[config.mk]
export PLATFORM = sky130hd
export DESIGN_NAME = muxn_rr
export DESIGN_NICKNAME = d
export VERILOG_FILES = /design/src/rtl/muxn_pkg.sv /design/src/rtl/muxn_rr_arbiter.sv /design/src/rtl/muxn_rr.sv
export SDC_FILE = /design/constraint.sdc
export NUM_CORES = 1
export LEC_CHECK = 0
export BUFFER_PORTS_ARGS = -buffer_cell sky130_fd_sc_hd__buf_4
export CAP_MARGIN = 10
export CORE_MARGIN = 4
export CORE_UTILIZATION = 45
export DETAILED_ROUTE_END_ITERATION = 10
export PLACE_DENSITY = 0.89
export SLEW_MARGIN = 40
export SYNTH_ARGS = -nofsm -noshare
export SYNTH_HDL_FRONTEND = slang
export SYNTH_HIERARCHICAL = 1
export SYNTH_SLANG_ARGS = --single-unit
[constraint.sdc]
create_clock -name clk -period 9.5 [get_ports clk]
set_input_delay 0.95 -clock clk [delete_from_list [all_inputs] [get_ports clk]]
set_output_delay 0.95 -clock clk [all_outputs]
set_load 0.005 [all_outputs]
[src/rtl/muxn_pkg.sv]
// Shared defaults and the channel-index width helper for the round-robin
// N-channel valid/ready multiplexer (muxn_rr).
package muxn_pkg;

    localparam int MUXN_NUM_CH_DEF     = 4;
    localparam int MUXN_DATA_WIDTH_DEF = 8;

    // A single channel still needs a 1-bit index so ports never collapse to zero width.
    function automatic int calc_ch_w(input int num_ch);
        int w_s;
        if (num_ch <= 1) begin
            w_s = 1;
        end else begin
            w_s = $clog2(num_ch);
        end
        return w_s;
    endfunction

endpackage

[src/rtl/muxn_rr_arbiter.sv]
// Combinational circular priority search: picks the valid channel closest
// to ptr going upward with wrap, returning a one-hot grant and its index.
module muxn_rr_arbiter
    import muxn_pkg::*;
#(
    parameter int NUM_CH = MUXN_NUM_CH_DEF,
    parameter int CH_W   = calc_ch_w(NUM_CH)
) (
    input  logic [NUM_CH-1:0] valid_in,
    input  logic [CH_W-1:0]   ptr,
    input  logic              enable,
    output logic [NUM_CH-1:0] grant,
    output logic [CH_W-1:0]   grant_idx,
    output logic              grant_vld
);

    logic [CH_W:0]   dist_s;
    logic [CH_W:0]   best_s;
    logic [CH_W-1:0] idx_s;
    logic            found_s;

    // Distance from ptr measured modulo NUM_CH; smallest distance among valid channels wins.
    always_comb begin
        dist_s  = '0;
        best_s  = '0;
        idx_s   = '0;
        found_s = 1'b0;
        for (int i = 0; i < NUM_CH; i++) begin
            if ((CH_W+1)'(i) >= {1'b0, ptr}) begin
                dist_s = (CH_W+1)'(i) - {1'b0, ptr};
            end else begin
                dist_s = (CH_W+1)'(i) + (CH_W+1)'(NUM_CH) - {1'b0, ptr};
            end
            if (valid_in[i] && (!found_s || (dist_s < best_s))) begin
                found_s = 1'b1;
                best_s  = dist_s;
                idx_s   = CH_W'(i);
            end else begin
                found_s = found_s;
                best_s  = best_s;
                idx_s   = idx_s;
            end
        end
    end

    // One-hot expansion of the winner, suppressed when the output stage cannot load.
    always_comb begin
        grant_vld = found_s && enable;
        grant_idx = idx_s;
        grant     = '0;
        for (int i = 0; i < NUM_CH; i++) begin
            grant[i] = grant_vld && (idx_s == CH_W'(i));
        end
    end

endmodule

[src/rtl/muxn_rr.sv]
// Round-robin N:1 valid/ready multiplexer with a registered output stage.
// Define MUXN_CH_ID_EN to add the ch_out source-channel port and register.
module muxn_rr
    import muxn_pkg::*;
#(
    parameter int NUM_CH     = MUXN_NUM_CH_DEF,
    parameter int DATA_WIDTH = MUXN_DATA_WIDTH_DEF,
    parameter int CH_W       = calc_ch_w(NUM_CH)
) (
    input  logic                         clk,
    input  logic                         reset,
    input  logic [NUM_CH-1:0]            valid_in,
    input  logic [NUM_CH*DATA_WIDTH-1:0] data_in,
    output logic [NUM_CH-1:0]            pop_in,
    input  logic                         ready_out,
    output logic                         valid_out,
    output logic [DATA_WIDTH-1:0]        data_out
`ifdef MUXN_CH_ID_EN
    ,
    output logic [CH_W-1:0]              ch_out
`endif
);

    logic                  load_s;
    logic                  arb_en_s;
    logic [NUM_CH-1:0]     grant_s;
    logic [CH_W-1:0]       grant_idx_s;
    logic                  grant_vld_s;
    logic [DATA_WIDTH-1:0] sel_data_s;
    logic [CH_W-1:0]       ptr_nxt_s;
    logic [CH_W-1:0]       ptr_r;

    // Load when the output register is empty or its word leaves this cycle; never pop during reset.
    assign load_s   = !valid_out || ready_out;
    assign arb_en_s = load_s && !reset;
    assign pop_in   = grant_s;

    muxn_rr_arbiter #(
        .NUM_CH (NUM_CH),
        .CH_W   (CH_W)
    ) u_arbiter (
        .valid_in  (valid_in),
        .ptr       (ptr_r),
        .enable    (arb_en_s),
        .grant     (grant_s),
        .grant_idx (grant_idx_s),
        .grant_vld (grant_vld_s)
    );

    // Select the granted word with the one-hot grant so pop_in has no path from data_in.
    always_comb begin
        sel_data_s = '0;
        for (int i = 0; i < NUM_CH; i++) begin
            if (grant_s[i]) begin
                sel_data_s = data_in[i*DATA_WIDTH +: DATA_WIDTH];
            end else begin
                sel_data_s = sel_data_s;
            end
        end
    end

    // Pointer moves just past the winner, wrapping explicitly for non-power-of-two NUM_CH.
    always_comb begin
        if (grant_idx_s == CH_W'(NUM_CH - 1)) begin
            ptr_nxt_s = '0;
        end else begin
            ptr_nxt_s = grant_idx_s + CH_W'(1);
        end
    end

    // Output stage and round-robin pointer.
    always_ff @(posedge clk or posedge reset) begin
        if (reset) begin
            valid_out <= 1'b0;
            data_out  <= '0;
            ptr_r     <= '0;
        end else if (load_s) begin
            if (grant_vld_s) begin
                valid_out <= 1'b1;
                data_out  <= sel_data_s;
                ptr_r     <= ptr_nxt_s;
            end else begin
                valid_out <= 1'b0;
            end
        end
    end

`ifdef MUXN_CH_ID_EN
    // Source channel tag travels with the word it describes.
    always_ff @(posedge clk or posedge reset) begin
        if (reset) begin
            ch_out <= '0;
        end else if (load_s && grant_vld_s) begin
            ch_out <= grant_idx_s;
        end
    end
`endif

endmodule

-- Yosys cells after proc, flatten, opt, wreduce, memory -nomap -nowiden
Cells that the tools add are included.
- reduce and logical (&&, ||, !) cells: 20
- $add $sub $neg: 8
- $lt $le $gt $ge: 6
- mux-type cells: 19
- eq/ne operators: 3
- operators by type and width (operator ; count):
    $mux W8 ; 4
    $mux W3 ; 6
    $logic_and A1 B1 Y1 ; 9
    $lt A3 B3 Y1 ; 3
    $sub A3 B2 Y3 const A ; 3
    $mux W1 ; 6
    $mux W2 ; 3
    $sub A1 B2 Y3 const A ; 2
    $sub A2 B2 Y3 const A ; 2
    $logic_not A1 Y1 ; 5
    $eq A2 B2 Y1 const B ; 2
    $ge A1 B2 Y1 const A ; 2
    $logic_or A1 B1 Y1 ; 4
    $add A2 B1 Y2 const B ; 1
    $eq A2 B1 Y1 const B ; 1
    $ge A2 B2 Y1 const A ; 1
    $logic_not A2 Y1 ; 1
    $reduce_and A2 Y1 ; 1
- bits of input ports: 39
- bits in registers: 11
- output and inout port bits: 13

-- Logic depth before layout (Yosys ltp)
Gate-level depths: netlist (run 1).
- word-level depth: 21
- mapped depth: 19

-- Cells and area by module
The synthesis (run 1) kept the hierarchy.
- by module, submodules not included (module ; times used ; cells each ; sequential area each (µm²) ; area each (µm²)):
    muxn_rr ; 1 ; 80 ; 275.3 ; 750.7
    muxn_rr_arbiter ; 1 ; 49 ; 0.0 ; 336.6

-- Worst setup path before layout (run 1)
No wires, ideal clock.
- kind: in2out
- start point: in valid_in[0]
- end point: out pop_in[2]
- stages on the path: 12
- arrival time: 3898 ps
- required time: 8550 ps
- path slack: 4652 ps
- cells stage by stage: buf_6 nor2_1 a21oi_1 o21ai_0 ha_1 nand2_1 o22a_2 nand2_1 mux2_2 ha_1 nand2_1 a2111oi_0
- longest elaborated chain between the ends: 15
- elaborated cells on any way between the ends: 25
- RTL lines (what ; line ; source):
    start: declaration ; muxn_rr.sv:12 ; input logic [NUM_CH-1:0] valid_in,
    $mux W3 or $mux W1 (tied branches) ; muxn_rr_arbiter.sv:34 ; if (valid_in[i] && (!found_s || (dist_s < best_s))) begin
    $lt A3 B3 Y1 or $logic_not A1 Y1 (tied branches) ; muxn_rr_arbiter.sv:34 ;
    $logic_or A1 B1 Y1 ; muxn_rr_arbiter.sv:34 ;
    $logic_and A1 B1 Y1 ; muxn_rr_arbiter.sv:34 ;
    $mux W3 or $mux W1 (tied branches) ; muxn_rr_arbiter.sv:34 ;
    $lt A3 B3 Y1 or $logic_not A1 Y1 (tied branches) ; muxn_rr_arbiter.sv:34 ;
    $logic_or A1 B1 Y1 ; muxn_rr_arbiter.sv:34 ;
    $logic_and A1 B1 Y1 ; muxn_rr_arbiter.sv:34 ;
    $mux W3 or $mux W1 (tied branches) ; muxn_rr_arbiter.sv:34 ;
    $lt A3 B3 Y1 or $logic_not A1 Y1 (tied branches) ; muxn_rr_arbiter.sv:34 ;
    $logic_or A1 B1 Y1 ; muxn_rr_arbiter.sv:34 ;
    $logic_and A1 B1 Y1 ; muxn_rr_arbiter.sv:34 ;
    $mux W2 or $mux W1 (tied branches) ; muxn_rr_arbiter.sv:34 ;
    $eq A2 B2 Y1 or $logic_and A1 B1 Y1 (tied branches) ; muxn_rr_arbiter.sv:52, muxn_rr_arbiter.sv:48 ;
    $logic_and A1 B1 Y1 (*) ; muxn_rr_arbiter.sv:52 ; grant[i] = grant_vld && (idx_s == CH_W'(i));
    end: declaration ; muxn_rr.sv:14 ; output logic [NUM_CH-1:0] pop_in,
Mark *: on every way between the ends. The rest lies on a longest branch, timed or not.

-- Worst setup path after layout (run 1)
- start point: reg ptr_r[0]
- end point: out pop_in[0]
- longest elaborated chain between the ends: 17
- elaborated cells on any way between the ends: 36
- RTL lines (what ; line ; source):
    start: declaration ; muxn_rr.sv:31 ; logic [CH_W-1:0] ptr_r;
    start signal: assignment ; muxn_rr.sv:81 ; ptr_r <= ptr_nxt_s;
    $sub A3 B2 Y3, or another cell as far along ; muxn_rr_arbiter.sv:32 ; dist_s = (CH_W+1)'(i) + (CH_W+1)'(NUM_CH) - {1'b0, ptr};
    $mux W3 ; muxn_rr_arbiter.sv:29 ; if ((CH_W+1)'(i) >= {1'b0, ptr}) begin
    $mux W3 ; muxn_rr_arbiter.sv:34 ;
    $lt A3 B3 Y1 ; muxn_rr_arbiter.sv:34 ;
    $logic_or A1 B1 Y1 ; muxn_rr_arbiter.sv:34 ;
    $logic_and A1 B1 Y1 ; muxn_rr_arbiter.sv:34 ;
    $mux W3 or $mux W1 (tied branches) ; muxn_rr_arbiter.sv:34 ;
    $lt A3 B3 Y1 or $logic_not A1 Y1 (tied branches) ; muxn_rr_arbiter.sv:34 ;
    $logic_or A1 B1 Y1 ; muxn_rr_arbiter.sv:34 ;
    $logic_and A1 B1 Y1 ; muxn_rr_arbiter.sv:34 ;
    $mux W3 or $mux W1 (tied branches) ; muxn_rr_arbiter.sv:34 ;
    $lt A3 B3 Y1 or $logic_not A1 Y1 (tied branches) ; muxn_rr_arbiter.sv:34 ;
    $logic_or A1 B1 Y1 ; muxn_rr_arbiter.sv:34 ;
    $logic_and A1 B1 Y1 ; muxn_rr_arbiter.sv:34 ;
    $mux W2 or $mux W1 (tied branches) ; muxn_rr_arbiter.sv:34 ;
    $logic_not A2 Y1 or $logic_and A1 B1 Y1 (tied branches) ; muxn_rr_arbiter.sv:52, muxn_rr_arbiter.sv:48 ;
    $logic_and A1 B1 Y1 (*) ; muxn_rr_arbiter.sv:52 ;
Marked as above.

==> results of run 1 <==
## Yosys cell counts (2+ instances only)
library cell	n	area, sq um
nand4_1	8	50.1
inv_1	14	52.6
dfrtp_1	11	275
nor2b_1	4	25.0
nand2_1	8	30.0
nor2_1	4	15.0
mux2_4	2	30.0
ha_1	7	87.6
a21boi_0	2	15.0
nand2b_1	8	50.1
a21oi_1	4	20.0
a221oi_1	8	70.1
o21ai_0	4	20.0
buf_2	4	20.0
o221ai_1	9	78.8
and2_1	2	12.5
nand3_1	8	40.0
buf_6	3	33.8
## sequential cells by signal (all words and copies together) (netlist names)
register	flops
data_out	8
valid_out	1
ptr_r	2
## area by class of cell
type	instances	area share, %
multi-input cells	95	47.5
inverters	14	3.51
clock buffers	4	1.75
flip-flops and latches	11	18.4
repair buffers	53	26.6
well taps	28	2.34
## stage by stage
step | util [%] | hold WS (ns) | instance area [sq um] | setup slack [ns]
floorplan | - | 0.577 | 1090 | 4.65
global placement | 64.9 | 0.568 | 1460 | 4.69
detailed placement | 64.9 | 0.580 | 1460 | 4.52
CTS | 66.1 | 0.596 | 1490 | 4.34
global route | 66.4 | 0.609 | 1500 | 4.02
finish | 66.4 | 0.589 | 1500 | 4.29
## routing by layer
metal	track usage (%)	wire length (microns)	part of all wire, %	vias up
met4	4.64	41	1.2	0
met5	0	0	0	-
met3	5.20	194	5.9	4
met2	34.6	1760	53	53
met1	25.3	1310	40	563
li1	-	-	-	577
## worst max path at each step
stage / from / endpoint / slack [ns] / cells after the start
2_1_floorplan: valid_in[0] / pop_in[2] / 4.65 / 12
4_1_cts: ptr_r[0] / pop_in[0] / 4.34 / 15
6_report: ptr_r[0] / pop_in[0] / 4.29 / 15
5_1_grt: ptr_r[0] / pop_in[0] / 4.02 / 15
3_3_place_gp: valid_in[0] / pop_in[0] / 4.69 / 15
3_5_place_dp: valid_in[0] / pop_in[0] / 4.52 / 15
## power by group through the flow
stage	logic, mW	registers (mW)	clock network, mW
2_1_floorplan	0.154	0.0875	0
3_3_place_gp	0.224	0.0889	0
3_5_place_dp	0.234	0.0885	0
4_1_cts	0.236	0.0877	0.0347
5_1_grt	0.262	0.0922	0.0376
6_report	0.238	0.0882	0.0331
## placed cells by master (no fill, tap or decap), types with 2 or more instances in the layout
cell type / count
a21boi_0: 2
clkbuf_4: 3
dfrtp_1: 11
a21oi_1: 4
nor2_1: 4
buf_4: 53
nor2b_1: 4
and2_1: 2
mux2_4: 2
nand2_1: 8
ha_1: 7
o221ai_1: 9
a221oi_1: 8
inv_1: 14
o21ai_0: 4
nand2b_1: 8
nand4_1: 8
nand3_1: 8
## cells by family (layout without fill, tap and decap cells)
group,after synthesis,in the layout,synth area share [%]
flops,11,11,25.3
fa+ha+maj,7,7,8.05
compound gates,34,34,24.5
mux,3,3,3.80
buf+inv,23,71,10.6
simple gates,51,51,27.7
## worst max-delay path: stages, from the launching register on
cell and delay [ns]:
dfrtp_1 0.53, inv_1 0.13, ha_1 0.36, a21oi_1 0.14, o21ai_0 0.12, ha_1 0.29, nand2_1 0.06, o22a_2 0.24
nand2_1 0.18, mux2_2 0.37, ha_1 0.30, inv_1 0.04, o21ai_0 0.20, o21ai_2 0.12, nor4b_1 0.67, buf_4 0.23
==> results by group, run 1 <==
Power
  • Clock power share: 9.2%
  • Tot Pwr: 360 uW
  • Pint: 205 uW
  • Pwr Density: 240 mW/mm^2
  • Net Sw Frac: 43.0%
  • Peak supply drop: 0.000158 V
  • P_sw: 155 uW
  • Logic pwr share: 66.3%
  • P_leak: 0.704 nW
  • Register share of total power: 24.5%

Global route
  • GRT Total Usage: 20.2%
  • First-pass GRT wire length: 5240 microns
  • Initial antenna violation count: 0
  • Largest net degree at the start of global routing: 20
  • Vias in the first global route: 1104
  • Global route overflow: 0

STA
  • Setup tns final: 0 ns
  • RSZ-0062 raised after global routing: false
  • Max frequency: 192 MHz
  • Final Critical Period: 5.21 ns
  • Final Max Slew Viols: 0
  • Worst rel slew slack: 51.9%
  • Final period util: 54.8%
  • Worst Max-Slew Pin Slew: 0.711 ns
  • Worst clock skew: 0.00318 ns
  • Final setup fails: 0
  • Hold Fails Final Rpt: 0

Worst setup path
  • R2r setup slk: 4.90 ns
  • CP Data Required Time: 8.55 ns
  • Critical Path Fanout Max: 9
  • Critical setup path kind: reg2out
  • Reg2reg start: ptr_r[0]
  • Startpoint types: flop
  • RR Endpoint: data_out[4]
  • Reg2reg path depth: 17
  • Worst Setup End Kind: output port
  • Crit path DAT: 4.26 ns

Detailed routing
  • Total Wirelength: 3310 microns
  • First drt pass iteration count: 4
  • Vias: 1197
  • Final antenna-violating net count: 0
  • Vias per cell: 5.84
  • # DRC: 0
  • DR iter-0 viols: 45
  • WL per Instance: 16.1 microns

Placed design
  • GPL Wtd Cong: 0.847
  • Placed Instances: 201
  • Hpwl dp: 2540 microns
  • PortBufs: 51

Min path
  • HP Class: reg2reg
  • Hold endpoint: data_out[0]
  • Hold Crit Depth: 2
  • Hold Crit Start: data_out[0]

Die
  • Die Y: 57.2 microns
  • Core Rows: 17
  • Die footprint: 0.00327 sq mm
  • Die X: 57.2 microns
  • Initial Util: 48.2%
  • # IOs: 52
  • Core area: 0.00225 sq mm

Yosys
  • Post-synth EDFFs: 0
  • Syn_nets: 175
  • Cells after synthesis: 129
  • Async set-reset flop share out of synthesis: 100%
  • Avg Cell Area, Syn: 8.43 sq um
  • Warnings, synthesis: 6
  • Mapped Area: 0.00109 sq mm
  • Most used DFF post-synth: dfrtp_1
  • Cell variety after synth: 37
  • FF+latch count, synth: 11
  • Seq/Total Area, Yosys: 25.3%

Clock tree
  • Clock tree sinks: 11
  • Clock root buffer: clkbuf_4
  • Clock Path Buffers: 2
  • H-tree depth: 1
  • Worst-Skew Late Latency: 0.27 ns
  • CTS Buf Count: 3
  • Post-CTS sizing: 0
  • Post-CTS setup buffers: 0
  • Clock slew at reported path FFs: 0.07 ns
  • Hold buffer count at CTS: 0
  • CTS tree: yes

Run status
  • Status: finished, final reports clean

Layout
  • Footprint of the multi-input gates: 711 sq um
  • Area Growth Syn to Fin: 37.7%
  • Final Instance Count excl. Fillers: 205
  • Register area: 275 sq um
  • FILL cells: 185
  • Share of layout cells above drive strength 1: 38.4%
  • # nets final: 224
  • Ant. Diodes: 0

Flow run
  • Max Cap Viol: 0
No activity file was read; power rests on OpenSTA's default activity.
==> run 2: changes to the inputs <==
--- a/config.mk
+++ b/config.mk
@@ -8,9 +8,9 @@
 export BUFFER_PORTS_ARGS = -buffer_cell sky130_fd_sc_hd__buf_4
 export CAP_MARGIN = 10
 export CORE_MARGIN = 4
-export CORE_UTILIZATION = 45
+export CORE_UTILIZATION = 41
 export DETAILED_ROUTE_END_ITERATION = 10
-export PLACE_DENSITY = 0.89
+export PLACE_DENSITY = 0.86
 export SLEW_MARGIN = 40
 export SYNTH_ARGS = -nofsm -noshare
 export SYNTH_HDL_FRONTEND = slang
==> constraint.sdc (replaced) <==
create_clock -name clk -period 4.3 [get_ports clk]
set_input_delay 0.43 -clock clk [delete_from_list [all_inputs] [get_ports clk]]
set_output_delay 0.43 -clock clk [all_outputs]
set_load 0.005 [all_outputs]
==> results by group, run 2 (synthesized netlist as in run 1, its figures left out) <==
Run status
  • Status: finished, final reports clean

Placed design
  • GPL Wtd Cong: 0.958
  • PortBufs: 51
  • Cell Area, Placed: 0.00149 sq mm
  • Hpwl dp: 2500 microns
  • Placed Instances: 206

Die
  • Core Rows: 18
  • # IOs: 52
  • Core area: 0.00250 sq mm
  • Die X: 59.5 microns
  • Die footprint: 0.00354 sq mm
  • Die Y: 59.5 microns
  • Initial Util: 43.5%

Clock tree
  • Clock tree sinks: 11
  • Clock root buffer: clkbuf_4
  • Clock slew at reported path FFs: 0.08 ns
  • CTS Buf Count: 3
  • Worst-Skew Late Latency: 0.27 ns
  • Hold buffer count at CTS: 0
  • Clock Path Buffers: 2
  • CTS tree: yes
  • H-tree depth: 1

Worst setup path
  • Slowest stage delay, CP: 0.40 ns
  • Critical Path Fanout Max: 6
  • Critical setup path kind: reg2out
  • Startpoint types: flop
  • Crit path DAT: 3.59 ns
  • Slowest cell on the critical path: dfrtp_2
  • CP Data Required Time: 3.87 ns
  • Worst Setup End Kind: output port
  • Worst-path cell chain: inv_1 -> ha_1 -> a21oi_1 -> o21ai_0 -> ha_1 -> nand2_1 -> o22a_2 -> nand2_2 -> mux2_2 -> ha_1 -> inv_1 -> o21ai_1 -> o21ai_2 -> nor4b_2 -> buf_4 -> buf_4
  • Most frequent CP cell: ha_1

Layout
  • Most frequent cells in the layout: buf_4 (60), inv_1 (14), o221ai_1 (9), dfrtp_1 (9)
  • Commonest non-fill, non-tap cell in the layout: buf_4
  • Share of layout cells above drive strength 1: 42.9%
  • Final instance area: 0.00156 sq mm
  • Register bank with the most flops: data_out
  • Ant. Diodes: 0
  • # nets final: 231
  • Area Growth Syn to Fin: 43.3%
  • FILL cells: 200
  • Top Registers: data_out: 8 flops, ptr_r: 2 flops, valid_out: 1 flops
  • Footprint of the multi-input gates: 713 sq um
  • Largest register FFs: 8
  • Final Instance Count excl. Fillers: 214
  • Register area: 278 sq um

STA
  • Max frequency: 249 MHz
  • Final Max Slew Viols: 0
  • Final period util: 93.6%
  • Final setup fails: 0
  • Hold Fails Final Rpt: 0
  • Worst rel slew slack: 41.8%
  • Worst clock skew: 0.0124 ns
  • Setup tns final: 0 ns
  • Final Critical Period: 4.02 ns
  • Worst Max-Slew Pin Slew: 0.862 ns

Detailed routing
  • DR iter-0 viols: 32
  • First drt pass iteration count: 4
  • Total Wirelength: 3200 microns
  • Vias per cell: 5.70
  • Vias: 1219
  • # DRC: 0
  • Final antenna-violating net count: 0
  • WL per Instance: 14.9 microns

Power
  • Pwr Density: 532 mW/mm^2
  • Peak supply drop: 0.000327 V
  • P_leak: 0.739 nW

Global route
  • Global route overflow: 0
  • First-pass GRT wire length: 5120 microns
  • GRT Total Usage: 18.2%
  • Largest net degree at the start of global routing: 20
  • Vias in the first global route: 1198
  • Initial antenna violation count: 0

Flow run
  • Max Cap Viol: 0

Min path
  • HP Class: in2async
==> run 2: changes by cell type in the layout (fill, tap and decap cells not counted), sizes merged <==
cell,before,now
buf,53,60
==> run 2: critical path, delay by kind of cell, from the launching register on <==
| kind | cells | cell delay [ns] |
|---|---|---|
| AOI/OAI and AO/OA | 5 | 0.80 |
| buffers and inverters | 4 | 0.39 |
| adders and majority gates | 3 | 0.93 |
| and+or+nand+nor | 3 | 0.47 |
| DFF | 1 | 0.40 |
| muxes | 1 | 0.35 |
==> run 2: layout make-up <==
cell class              instances  area share, %
multi-input cells              95           45.8
well taps                      30           2.41
repair buffers                 60           28.9
flip-flops and latches         11           17.8
inverters                      14           3.37
clock buffers                   4           1.69
==> run 2: path summary, 6_finish.rpt <==
kind                             start           to  slack (ns)  cells after the start
min reg2reg                data_out[6]  data_out[6]        0.59                      2
max reg2reg                   ptr_r[0]  data_out[3]        0.40                     18
min in group clk           data_in[27]  data_out[3]        0.42                      3
max                           ptr_r[0]    pop_in[0]        0.28                     16
min                              reset  data_out[4]        0.17                      2
max in group asynchronous        reset     ptr_r[0]        3.77                      2
==> run 2: repair_timing <==
action,CTS,global route
setup endpoints to repair,2,12
gates resized for setup,2,4
setup buffers,0,4
==> run 2: per-layer routing <==
| metal | GRT usage [%] | part of all wire [%] | vias to the layer above | wire [microns] |
|---|---|---|---|---|
| met5 | 0 | 0 | - | 0 |
| met4 | 3.16 | 0.44 | 0 | 14 |
| met3 | 5.01 | 7.7 | 2 | 247 |
| met2 | 30.7 | 51 | 55 | 1630 |
| met1 | 23.4 | 41 | 570 | 1300 |
| li1 | - | - | 592 | - |
==> run 2: report_power, final <==
group	internal [mW]	total (mW)	switching (mW)
clock network	0.0359	0.0722	0.0363
logic	0.292	0.563	0.271
registers	0.154	0.194	0.0396
==> run 2: per-stage QoR <==
| stage | power [mW] | worst slack (ns) | utilization, % | hold WS [ns] |
|---|---|---|---|---|
| 2_1_floorplan | 0.534 | 0.152 | - | 0.287 |
| 6_report | 0.829 | 0.276 | 62.3 | 0.165 |
| 4_1_cts | 0.800 | 0.0575 | 60.7 | 0.181 |
| 3_5_place_dp | 0.723 | 0.142 | 59.6 | 0.477 |
| 5_1_grt | 0.910 | -0.00275 | 62.3 | 0.202 |
| 3_3_place_gp | 0.703 | 0.307 | 59.6 | 0.468 |
